`src/rtl/uart_rx_fifo.sv`:
```
// UART receiver with mid-bit sampling, optional parity and a small receive FIFO.
// Each entry holds {parity_err, frame_err, data}. A word that completes while the
// FIFO is full, with no pop in that cycle, is dropped and flagged on overrun.
module uart_rx_fifo #(
  parameter int CLKS_PER_BIT = 10416,
  parameter int DATA_BITS    = 8,
  parameter int PARITY       = 0,
  parameter int FIFO_DEPTH   = 4
) (
  input  logic                          clk,
  input  logic                          rst_n,
  input  logic                          rx_serial,
  output logic                          m_valid,
  input  logic                          m_ready,
  output logic [DATA_BITS-1:0]          m_data,
  output logic                          m_frame_err,
  output logic                          m_parity_err,
  output logic                          overrun,
  output logic [$clog2(FIFO_DEPTH):0]   fifo_count
);

  localparam int TW = $clog2(CLKS_PER_BIT);
  localparam int IW = $clog2(DATA_BITS);
  localparam int AW = $clog2(FIFO_DEPTH);

  localparam logic [TW-1:0] HALF_LAST = TW'(CLKS_PER_BIT / 2 - 1);
  localparam logic [TW-1:0] BIT_LAST  = TW'(CLKS_PER_BIT - 1);
  localparam logic [IW-1:0] IDX_LAST  = IW'(DATA_BITS - 1);
  localparam logic          PAR_ODD   = (PARITY == 1);

  typedef enum logic [2:0] {S_IDLE, S_START, S_DATA, S_PARITY, S_STOP} state_t;

  typedef struct packed {
    logic                 perr;
    logic                 ferr;
    logic [DATA_BITS-1:0] data;
  } entry_t;

  state_t               state, state_nx;
  logic [TW-1:0]        timer, timer_nx;
  logic [IW-1:0]        idx, idx_nx;
  logic [DATA_BITS-1:0] shreg, shreg_nx;
  logic                 perr, perr_nx;
  logic                 push, ferr;
  logic                 rx_meta, rx_sync, rx_prev;

  // Two-flop synchronizer plus one delayed copy for falling-edge detection.
  always_ff @(posedge clk or negedge rst_n) begin
    if (!rst_n) begin
      rx_meta <= 1'b1;
      rx_sync <= 1'b1;
      rx_prev <= 1'b1;
    end else begin
      rx_meta <= rx_serial;
      rx_sync <= rx_meta;
      rx_prev <= rx_sync;
    end
  end

  // Receiver state register and datapath registers.
  always_ff @(posedge clk or negedge rst_n) begin
    if (!rst_n) begin
      state <= S_IDLE;
      timer <= '0;
      idx   <= '0;
      shreg <= '0;
      perr  <= 1'b0;
    end else begin
      state <= state_nx;
      timer <= timer_nx;
      idx   <= idx_nx;
      shreg <= shreg_nx;
      perr  <= perr_nx;
    end
  end

  // Next-state and sampling decisions; all samples taken from the synchronized line.
  always_comb begin
    state_nx = state;
    timer_nx = timer + 1'b1;
    idx_nx   = idx;
    shreg_nx = shreg;
    perr_nx  = perr;
    push     = 1'b0;
    ferr     = 1'b0;
    case (state)
      S_IDLE: begin
        timer_nx = '0;
        idx_nx   = '0;
        perr_nx  = 1'b0;
        // Edge-triggered so a line stuck low after a framing error cannot retrigger.
        if (rx_prev && !rx_sync) state_nx = S_START;
      end
      S_START: begin
        if (timer == HALF_LAST) begin
          timer_nx = '0;
          state_nx = rx_sync ? S_IDLE : S_DATA;
        end
      end
      S_DATA: begin
        if (timer == BIT_LAST) begin
          timer_nx = '0;
          shreg_nx = {rx_sync, shreg[DATA_BITS-1:1]};
          idx_nx   = idx + 1'b1;
          if (idx == IDX_LAST) begin
            idx_nx   = '0;
            state_nx = (PARITY != 0) ? S_PARITY : S_STOP;
          end
        end
      end
      S_PARITY: begin
        if (timer == BIT_LAST) begin
          timer_nx = '0;
          perr_nx  = ((^shreg) ^ rx_sync) != PAR_ODD;
          state_nx = S_STOP;
        end
      end
      S_STOP: begin
        if (timer == BIT_LAST) begin
          timer_nx = '0;
          push     = 1'b1;
          ferr     = !rx_sync;
          state_nx = S_IDLE;
        end
      end
      default: state_nx = S_IDLE;
    endcase
  end

  entry_t        mem [FIFO_DEPTH];
  entry_t        head;
  logic [AW-1:0] wr_ptr, rd_ptr;
  logic          full, pop, wr_en;

  assign full    = (fifo_count == (AW+1)'(FIFO_DEPTH));
  assign m_valid = (fifo_count != '0);
  assign pop     = m_valid && m_ready;
  // A pop in the same cycle frees the slot, so a full FIFO still accepts the push.
  assign wr_en   = push && (!full || pop);
  assign overrun = push && full && !pop;

  // Storage array; contents only matter where the pointers say they are valid.
  always_ff @(posedge clk) begin
    if (wr_en) mem[wr_ptr] <= '{perr: perr, ferr: ferr, data: shreg};
  end

  // Pointers wrap naturally because the depth is a power of two.
  always_ff @(posedge clk or negedge rst_n) begin
    if (!rst_n) begin
      wr_ptr     <= '0;
      rd_ptr     <= '0;
      fifo_count <= '0;
    end else begin
      if (wr_en) wr_ptr <= wr_ptr + 1'b1;
      if (pop)   rd_ptr <= rd_ptr + 1'b1;
      case ({wr_en, pop})
        2'b10:   fifo_count <= fifo_count + 1'b1;
        2'b01:   fifo_count <= fifo_count - 1'b1;
        default: fifo_count <= fifo_count;
      endcase
    end
  end

  // Head outputs read as zero while empty so reset and drained states are clean.
  always_comb begin
    head         = mem[rd_ptr];
    m_data       = m_valid ? head.data : '0;
    m_frame_err  = m_valid && head.ferr;
    m_parity_err = m_valid && head.perr;
  end

endmodule

```
`config.mk`:
```
export PLATFORM = sky130hd
export DESIGN_NAME = uart_rx_fifo
export DESIGN_NICKNAME = d
export VERILOG_FILES = /design/src/rtl/uart_rx_fifo.sv
export SDC_FILE = /design/constraint.sdc
export NUM_CORES = 1
export LEC_CHECK = 0
export CELL_PAD_IN_SITES_DETAIL_PLACEMENT = 0
export CELL_PAD_IN_SITES_GLOBAL_PLACEMENT = 1
export CORE_ASPECT_RATIO = 1.25
export CORE_UTILIZATION = 43
export DETAILED_ROUTE_END_ITERATION = 10
export PLACE_DENSITY = 0.74
export SLEW_MARGIN = 10
export SYNTH_ARGS = -nofsm -noshare
export SYNTH_HDL_FRONTEND = slang
export SYNTH_SLANG_ARGS = --single-unit
```
`constraint.sdc`:
```
create_clock -name clk -period 7.5 [get_ports clk]
set_clock_uncertainty 0.2 [all_clocks]
set_input_delay 1.5 -clock clk [delete_from_list [all_inputs] [get_ports clk]]
set_output_delay 1.5 -clock clk [all_outputs]
set_load 0.05 [all_outputs]
```
* Word-level counts from Yosys, hierarchy flattened *
Memory sizes are Yosys's and may differ from the RTL's.
Cells that the tools add are included.

word-level totals
  output and inout port bits = 15
  RAM bits = 40
  bits in registers = 39
  memories kept = 1
  word-level logic and storage cells = 81
  input bits = 4

operators by class
  $add $sub $neg = 6
  multiplexer cells = 24
  bitwise logic cells = 1
  reductions and logical operators = 22
  equality and inequality tests = 16

memories
  name  words  width  rd ports  clocked after memory_dff  write ports  RTL line  source
  mem   4      10     1         0                         1            130       entry_t mem [FIFO_DEPTH];

operators with widths
  kind                     number
  $pmux W14 S3             1
  $mux W14                 2
  $mux W3                  8
  $pmux W3 S5              1
  $add A14 B1 Y14 const B  1
  $eq A14 B13 Y1 const B   1
  $eq A14 B14 Y1 const B   1
  $ne A2 B2 Y1 const B     6
  $pmux W3 S2              2
  $eq A3 B3 Y1 const B     3
  $mux W8                  1
  $reduce_xor A8 Y1        1
  $logic_and A1 B1 Y1      7
  $mux W1                  7
  $add A3 B1 Y3 const B    2
  $eq A3 B2 Y1 const B     2
  $reduce_and A2 Y1        3
  $reduce_and A6 Y1        1
  $reduce_bool A2 Y1       3
  $add A2 B1 Y2 const B    2
  $eq A3 B1 Y1 const B     1
  $logic_not A1 Y1         3
  $logic_not A3 Y1         1
  $reduce_bool A3 Y1       1
  8 further kinds          8

* Depth between registers and ports, before layout *
Gate-level depths: netlist of run 1.

  depth after elaboration = 6
  mapped depth = 9

* Worst setup path after synthesis of run 1 *
OpenSTA, ideal clock, no wires.

  path type = input port to output port
  start point = input m_ready
  end point = output overrun
  arrival = 2.322 ns
  setup slack = 3.478 ns
  data required time = 5.800 ns
  cell stages on the path = 2
  cells stage by stage = nor4b_1 and2_1

between the ends
  longest elaborated chain between the ends = 3

RTL lines
  element              RTL line  source
  from (decl)          14        input logic m_ready,
  $logic_and A1 B1 Y1  137       assign pop = m_valid && m_ready;
  $logic_not A1 Y1     140       assign overrun = push && full && !pop;
  $logic_and A1 B1 Y1  140
  to (decl)            18        output logic overrun,

Every way passes these cells.

* Worst setup path in the final report of run 1 *
Ends and elaborated chain as after synthesis.

==> metrics.txt, run 1 <==
largest net degree at the start of global routing 40; Max-cap violations 0; Crit path max-delay family buffers and inverters; Final min period 5050 ps; clk_lat worst skew 340 ps; final layout net count 297; Synth-to-Final Area Change 11.7%; Congestion Overflow GR 0; Syn. warnings 0; top cell type's share of synthesized area 33.3%; Critical Path RT 5800 ps; FMAX 198 MHz; Slew @ Worst Pin 891 ps; maximum VDD drop 109 uV; Root Buffer Master clkbuf_8; Synth Area per Inst 13.7 um2; area of the mapped netlist 3610 um2; TritonCTS Buffers 9; DRT Wirelength 5890 um; Final Setup Violations 0; I/O Buffers 18; detail-routed via count per cell 5.40; top cells by area, synth edfxtp_1 (33%), dfrtp_1 (25%), mux4_2 (6.2%); number of synthesized flops with an enable pin 40; Tcrit/Tclk final 67.3%; # H-tree levels 3; RSZ-0062 raised after global routing no; IO Pins 19; Sink Count 79; Async SR Flop Fraction 49.4%; Detailed Place HPWL 3950 um; worst path cell trace clkdlybuf4s50_1, nor4b_1, and2_1, clkdlybuf4s50_1; r2r startpoint timer[0]; Core Region 8190 um2; Most used DFF post-synth edfxtp_1; final hold vios 0; Avg WL per Cell 15.2 um; initial antenna violation count 0; worst stage delay on the critical path 790 ps; hold crit path type reg2reg; Final ANT Viol Nets 0; Max clock buf depth 2; maximum fanout along the worst path 4; cells after synthesis 263; First DRT Iteration DRCs 76; post-synthesis register bit count 79; Leak Pwr 0.00166 uW; Final TNS setup 0 ps; global placer's final weighted congestion 0.793; CP bufs+invs 2; Critical Path Sink Type primary output; crit path from m_ready; vias in the first global route 2107; die width 83.9 um; status finished with violations; chip height 104 um; Reg clk slew, reported paths 80 ps; Total GRT Usage 14.6%; fillers 719; DR DRC count 4; Post-Place Worst Slack 2470 ps; register area share after synthesis 60.5%; number of inserted diodes 0; crit path capture overrun; share of layout cells above drive strength 1 13.8%; number of setup buffers added after CTS 0; reg2reg setup slack 4570 ps; first-pass GRT wire length 9970 um; r2r worst-path depth 5; row count 37; First-pass DRT Iterations 8; hold_buf cts 0; most frequent cells in the layout edfxtp_1 (40), dfrtp_1 (36), nor2_1 (25); final slew viol count 0; Slowest-stage cell, CP clkdlybuf4s50_1; Startpoint Class input pin; CP Class in2out; critical path arrival 3350 ps; commonest non-fill, non-tap cell in the layout edfxtp_1; syn nets 275; CTS tree built; Initial Utilization 44.0%; Crit path depth 4; Worst R2R End mem[0][9]; Setup WS post-layout 2450 ps; PD cells 251 nW/um2; CP most frequent cell clkdlybuf4s50_1; Netlist cell types 48; Worst slew margin 40.6%; Die ar. 8760 um2; violated checks DRC; vias after detailed routing 2089; post-synth top area cell edfxtp_1; post_cts resized 0
[worst reg2reg max path, delay by kind of cell, from the launching register on]
kind / cells / cell delay (ps)
adders and majority gates: 1 / 240
DFF: 1 / 420
and+or+nand+nor: 4 / 1700
[state kept, by name, summed over array words and instances, names as in the netlist]
| register | flops |
|---|---|
| fifo_count | 3 |
| idx | 3 |
| mem | 40 |
| perr | 1 |
| rd_ptr | 2 |
| rx_meta | 1 |
| rx_prev | 1 |
| rx_sync | 1 |
| shreg | 8 |
| state | 3 |
| timer | 14 |
| wr_ptr | 2 |
[how the worst min path moves through the flow]
stage / start / to / slack (ps) / cells past startpoint
floorplan: rx_meta / rx_sync / 150 / 0
global placement: rx_meta / rx_sync / 150 / 0
detailed placement: rx_meta / rx_sync / 150 / 0
CTS: rx_meta / rx_sync / 160 / 0
global route: rx_meta / rx_sync / 170 / 0
finish: rx_meta / rx_sync / 160 / 0
[cell type report]
type	count	area, um2	area share (%)
clock buffer	13	139	3.45
clock inverter	3	21.3	0.528
inverter	8	30.0	0.745
multi-input combinational	168	1350	33.6
sequential	79	2180	54.1
tap	97	121	3.01
timing repair buffer	19	183	4.53
[per-stage QoR]
| step | hold WS [ps] | power [uW] | cell area (um2) | cells | utilization, % |
|---|---|---|---|---|---|
| floorplan | 145 | 694 | 3610 | 263 | - |
| global placement | 147 | 756 | 3870 | 371 | 47.2 |
| detailed placement | 147 | 759 | 3870 | 371 | 47.2 |
| CTS | 158 | 1030 | 4030 | 387 | 49.2 |
| global route | 165 | 1060 | 4030 | 387 | 49.2 |
| finish | 158 | 1010 | 4030 | 387 | 49.2 |
[cells in the mapped netlist, types with 2 or more instances]
library cell and n:
mux4_2 10, xnor2_1 13, nor4_1 2, ha_1 7, inv_1 7, and3_1 4
nor4b_1 3, a22oi_1 3, nand3_1 7, nand4_1 2, nor2b_1 11, dfstp_2 3
mux2_4 7, dfrtp_1 36, o2bb2ai_1 3, a21oi_1 4, and2_1 7, edfxtp_1 40
o21ai_0 12, and4b_1 2, nor2_1 25, clkbuf_1 4, xor2_1 11, nand2_1 14
buf_2 3
[power by group]
part	total, uW	switching, uW	internal, uW
logic	207	114	92.2
registers	540	60.1	480
clock network	266	145	121
total	1010	319	693
[kinds of logic after synthesis]
group	Yosys count	synth area share (%)
simple gates	88	13.9
compound gates	30	5.38
xor+xnor	24	5.83
fa+ha+maj	8	2.98
buf+inv	16	1.98
mux	18	9.47
flops	79	60.5
[layer usage]
layer	GRT usage (%)	up-vias	part of all wire [%]
li1	-	995	-
met1	17.6	1059	43
met2	25.5	29	53
met3	3.33	6	2.8
met4	5.30	0	0.93
met5	0	-	0
(Power assumes the default switching activity.)
==> run 2: changes to the inputs <==
--- a/config.mk
+++ b/config.mk
@@ -10,7 +10,7 @@
 export CORE_ASPECT_RATIO = 1.25
 export CORE_UTILIZATION = 43
 export DETAILED_ROUTE_END_ITERATION = 10
-export PLACE_DENSITY = 0.74
+export PLACE_DENSITY = 0.77
 export SLEW_MARGIN = 10
 export SYNTH_ARGS = -nofsm -noshare
 export SYNTH_HDL_FRONTEND = slang
==> constraint.sdc (replaced) <==
create_clock -name clk -period 4.45 [get_ports clk]
set_clock_uncertainty 0.2 [all_clocks]
set_input_delay 0.89 -clock clk [delete_from_list [all_inputs] [get_ports clk]]
set_output_delay 0.89 -clock clk [all_outputs]
set_load 0.05 [all_outputs]
==> run 2 against run 1 <==
Net effect:
- the flow still finishes with violations (DRC)
- total power rose by 82%
- setup slack lost 1900 ps
- clock power rose by 120%
- first-iteration DRC count increased by 21%
- sequential share of layout area down 0.81 points
- final cell count is the same
- non-clock buffer count is the same
- critical path depth increased by 2
- clock-buffer cell count is 3 lower
- utilization up 0.75 points
- highest routed layer unchanged
- die area is the same
- largest cell class unchanged
- global-route usage rose by 0.78 points
==> metrics.txt, run 2 (same netlist as run 1, synthesis figures left out) <==
DR DRC count 7 (was 4); global placer's final weighted congestion 0.742 (was 0.793); Slowest-stage cell, CP clkdlybuf4s50_1 (unchanged); largest net degree at the start of global routing 40 (unchanged); Leak Pwr 0.00169 uW (was 0.00166 uW); vias in the first global route 2136 (was 2107); register with the most flip-flops mem (unchanged); Initial Utilization 44.0% (unchanged); CP Class reg2out (was in2out); post_cts resized 0 (unchanged); First DRT Iteration DRCs 92 (was 76); Congestion Overflow GR 0 (unchanged); vias after detailed routing 2073 (was 2089); final hold vios 0 (unchanged); Total GRT Usage 15.4% (was 14.6%); DRT Wirelength 6000 um (was 5890 um); Sink Count 79 (unchanged); TritonCTS Buffers 9 (unchanged); final slew viol count 0 (unchanged); worst path cell trace ha_1, nor3b_2, nand4_4, nor2_1, and2_1, clkdlybuf4s50_1 (was clkdlybuf4s50_1, nor4b_1, and2_1, clkdlybuf4s50_1); hold_buf cts 0 (unchanged); detail-routed via count per cell 5.36 (was 5.40); Root Buffer Master clkbuf_8 (unchanged); Worst slew margin 40.9% (was 40.6%); Final ANT Viol Nets 0 (unchanged); First-pass DRT Iterations 7 (was 8); Avg WL per Cell 15.5 um (was 15.2 um); Startpoint Class flip-flop (was input pin); violated checks DRC (unchanged); row count 37 (unchanged); maximum VDD drop 173 uV (was 109 uV); number of setup buffers added after CTS 0 (unchanged); # H-tree levels 3 (unchanged); Final Power 1850 uW (was 1010 uW); max FFs per register 40 (unchanged); fillers 724 (was 719); RSZ-0062 raised after global routing no (unchanged); chip height 104 um (unchanged); Crit path max-delay family simple AND/OR/NAND/NOR gates (was buffers and inverters); critical path arrival 2810 ps (was 3350 ps); final core occ 49.9% (was 49.2%); Detailed Place HPWL 3930 um (was 3950 um); maximum fanout along the worst path 19 (was 4); Final min period 3900 ps; Max clock buf depth 2 (unchanged); FMAX 256 MHz; clk_lat worst skew 350 ps (was 340 ps); die width 83.9 um (unchanged); Max-cap violations 0 (unchanged); Core Region 8190 um2 (unchanged); IO Pins 19 (unchanged); commonest non-fill, non-tap cell in the layout edfxtp_1 (unchanged); PD cells 451 nW/um2 (was 251 nW/um2); share of layout cells above drive strength 1 14.8% (was 13.8%); final layout net count 297 (unchanged); Slew @ Worst Pin 887 ps (was 891 ps); Tcrit/Tclk final 87.6%; Reg clk slew, reported paths 80 ps (about the same); Final TNS setup 0 ps (unchanged); I/O Buffers 18 (unchanged); Critical Path Sink Type primary output (unchanged); Synth-to-Final Area Change 13.4% (was 11.7%); first-pass GRT wire length 10300 um (was 9970 um); number of inserted diodes 0 (unchanged); CTS tree built (unchanged); status finished with violations (unchanged); Critical Path RT 3360 ps (was 5800 ps); Die ar. 8760 um2 (unchanged); Final Setup Violations 0 (unchanged); biggest registers after layout mem: 40 flops, timer: 14 flops, shreg: 8 flops (unchanged); CP bufs+invs 1 (was 2); most frequent cells in the layout edfxtp_1 (40), dfrtp_1 (36), nor2_1 (25) (unchanged); hold crit path type reg2reg (unchanged); initial antenna violation count 0 (unchanged); worst stage delay on the critical path 790 ps (about the same)
[run 2: power breakdown]
group | switching [uW] | total [uW] | internal (uW)
registers | 102 | 912 | 809
clock network | 268 | 588 | 320
logic | 191 | 346 | 155
total | 561 | 1850 | 1280
[run 2: path summary, 6_finish.rpt]
path                                   to  cells past startpoint  slack [ps]  startpoint
worst max-delay path              overrun                      6         550    timer[0]
worst min register to register    rx_sync                      0         160     rx_meta
max in group asynchronous       wr_ptr[1]                      1        3030       rst_n
min in group asynchronous          idx[2]                      1         450       rst_n
worst min-delay path              rx_sync                      0         160     rx_meta
worst max register to register  mem[0][1]                      5        1560    timer[0]
[run 2: through the flow]
stage / std cells / hold WS (ps) / setup WS (ps) / cell area (um2)
after floorplan: 263 / 145 / 1550 / 3610
after global routing: 387 / 160 / 336 / 4090
after detailed placement: 371 / 148 / 624 / 3870
final: 387 / 159 / 551 / 4090
after CTS: 387 / 160 / 493 / 4090
after global placement: 371 / 146 / 647 / 3870
[run 2: worst register-to-register path, cell delays in order, from the launching register on]
cell and delay [ps]:
dfrtp_1 400, ha_1 240, nor3b_2 300, nand4_4 280
nor3_2 550, and2_1 560
[run 2: cell type report]
type | count | area [um2] | share of cell area, %
sequential | 79 | 2180 | 53.3
multi-input combinational | 168 | 1350 | 33.1
timing repair buffer | 19 | 183 | 4.47
clock buffer | 10 | 128 | 3.12
tap | 97 | 121 | 2.97
clock inverter | 6 | 93.8 | 2.29
inverter | 8 | 30.0 | 0.734
[run 2: layer usage]
| metal | vias to the layer above | routed length [um] | track usage [%] |
|---|---|---|---|
| met5 | - | 0 | 0 |
| met4 | 0 | 131 | 8.13 |
| met3 | 12 | 130 | 2.62 |
| met2 | 29 | 3050 | 26.2 |
| met1 | 1030 | 2690 | 18.6 |
| li1 | 1002 | - | - |
==> run 3: changes to the inputs <==
--- a/config.mk
+++ b/config.mk
@@ -9,6 +9,7 @@
 export CELL_PAD_IN_SITES_GLOBAL_PLACEMENT = 1
 export CORE_ASPECT_RATIO = 1.25
 export CORE_UTILIZATION = 43
+export CTS_BUF_LIST = sky130_fd_sc_hd__clkbuf_4 sky130_fd_sc_hd__clkbuf_8
 export DETAILED_ROUTE_END_ITERATION = 10
 export PLACE_DENSITY = 0.77
 export SLEW_MARGIN = 10
==> run 3 against run 2 <==
Net effect:
- the run still ends with DRC left
- final area is essentially flat
- maximum frequency is essentially flat
- global-route usage is the same
- via count grew 0.19%
- non-clock buffer count is the same
- sequential power is essentially flat
- die area is the same
- largest cell class unchanged
- utilization is essentially flat
- critical endpoint unchanged
- critical path depth is the same
- combinational power is essentially flat
- highest routed layer unchanged
- clock power grew 0.9%
==> metrics.txt, run 3 (same netlist as run 1, synthesis figures left out) <==
DR DRC count 7 (unchanged); Avg WL per Cell 15.5 um (about the same); worst stage delay on the critical path 790 ps (about the same); Worst slew margin 40.9% (about the same); critical path arrival 2810 ps (about the same); share of layout cells above drive strength 1 15.2% (was 14.8%); # H-tree levels 3 (unchanged); initial antenna violation count 0 (unchanged); Core Region 8190 um2 (unchanged); maximum VDD drop 173 uV (about the same); FMAX 257 MHz (was 256 MHz); Tcrit/Tclk final 87.6% (about the same); Root Buffer Master clkbuf_8 (unchanged); Die ar. 8760 um2 (unchanged); Total GRT Usage 15.4% (unchanged); worst path cell trace ha_1, nor3b_2, nand4_4, nor2_1, and2_1, clkdlybuf4s50_1 (unchanged); global placer's final weighted congestion 0.742 (unchanged); Initial Utilization 44.0% (unchanged); CP Class reg2out (unchanged); Max-cap violations 0 (unchanged); Critical Path Sink Type primary output (unchanged); First DRT Iteration DRCs 92 (unchanged); die width 83.9 um (unchanged); maximum fanout along the worst path 19 (unchanged); clk_lat worst skew 350 ps (about the same); final slew viol count 0 (unchanged); hold_buf cts 0 (unchanged); hold crit path type reg2reg (unchanged); biggest registers after layout mem: 40 flops, timer: 14 flops, shreg: 8 flops (unchanged); vias after detailed routing 2077 (was 2073); Final Power 1850 uW (about the same); Synth-to-Final Area Change 13.5% (was 13.4%); most frequent cells in the layout edfxtp_1 (40), dfrtp_1 (36), nor2_1 (25) (unchanged); Final ANT Viol Nets 0 (unchanged); detail-routed via count per cell 5.37 (was 5.36); Startpoint Class flip-flop (unchanged); status finished with violations (unchanged); Critical Path RT 3360 ps (about the same); First-pass DRT Iterations 7 (unchanged); commonest non-fill, non-tap cell in the layout edfxtp_1 (unchanged); DRT Wirelength 6010 um (was 6000 um); cell total after placement 371 (unchanged); CTS tree built (unchanged); TritonCTS Buffers 9 (unchanged); row count 37 (unchanged); Leak Pwr 0.00169 uW (about the same); Final Setup Violations 0 (unchanged); IO Pins 19 (unchanged); chip height 104 um (unchanged); Max clock buf depth 2 (unchanged); register with the most flip-flops mem (unchanged); fillers 722 (was 724); Final Non-Filler Cells 387 (unchanged); Reg clk slew, reported paths 80 ps (about the same); post_cts resized 0 (unchanged); Slowest-stage cell, CP clkdlybuf4s50_1 (unchanged); Congestion Overflow GR 0 (unchanged); final layout net count 297 (unchanged); Sink Count 79 (unchanged); largest net degree at the start of global routing 40 (unchanged); RSZ-0062 raised after global routing no (unchanged); number of setup buffers added after CTS 0 (unchanged); Final min period 3900 ps (about the same); max FFs per register 40 (unchanged); number of inserted diodes 0 (unchanged); PD cells 452 nW/um2 (was 451 nW/um2); first-pass GRT wire length 10300 um (unchanged); hold_ws 159 ps (unchanged); final hold vios 0 (unchanged); final core occ 50.0% (was 49.9%); violated checks DRC (unchanged); I/O Buffers 18 (unchanged); Final TNS setup 0 ps (unchanged); Detailed Place HPWL 3930 um (unchanged); vias in the first global route 2136 (unchanged); Slew @ Worst Pin 886 ps (was 887 ps)
==> run 3: cell types whose count changed in the layout (fill, tap and decap cells not counted) <==
cell	delta
clkbuf_1	-1
clkbuf_4	+1
==> run 3: metal layers <==
metal / routed length [um] / share of wire [%] / up-vias / track usage (%)
met5: 0 / 0 / - / 0
met4: 131 / 2.2 / 0 / 8.13
met3: 125 / 2.1 / 12 / 2.62
met2: 3050 / 51 / 27 / 26.2
met1: 2700 / 45 / 1036 / 18.6
li1: - / - / 1002 / -
==> run 3: metrics by stage <==
step	setup slack [ps]	area [um2]
2_1_floorplan	1550	3610
3_3_place_gp	647	3870
3_5_place_dp	624	3870
4_1_cts	493	4090
5_1_grt	336	4090
6_report	553	4090
==> run 3: worst paths after layout <==
path,end,startpoint,depth (start not counted),slack [ps]
max in group asynchronous,wr_ptr[1],rst_n,1,3030
setup / recovery,overrun,timer[0],6,550
hold reg to reg,rx_sync,rx_meta,0,160
min in group asynchronous,idx[2],rst_n,1,450
setup reg to reg,mem[0][0],timer[0],5,1550
hold / removal,rx_sync,rx_meta,0,160
==> run 3: report_power, final <==
part | internal, uW | total, uW | leakage, uW | switching (uW)
Combinational | 155 | 347 | 0.000600 | 192
Clock | 326 | 593 | 0.000110 | 267
Sequential | 809 | 912 | 0.000980 | 103
Total | 1290 | 1850 | 0.00169 | 562
==> run 3: critical path, delay by kind of cell, from the launching register on <==
kind / cells / cell delay [ps]
buffers and inverters: 1 / 790
AND/OR/NAND/NOR: 4 / 1020
adder cells (fa/ha/maj): 1 / 240
flip-flops: 1 / 400
==> run 3: layout make-up <==
cell class	count	area [um2]	area share, %
Sequential cell	79	2180	53.3
Tap cell	97	121	2.96
Clock buffer	10	131	3.21
Timing Repair Buffer	19	183	4.46
Inverter	8	30.0	0.733
Clock inverter	6	93.8	2.29
Multi-Input combinational cell	168	1350	33.1
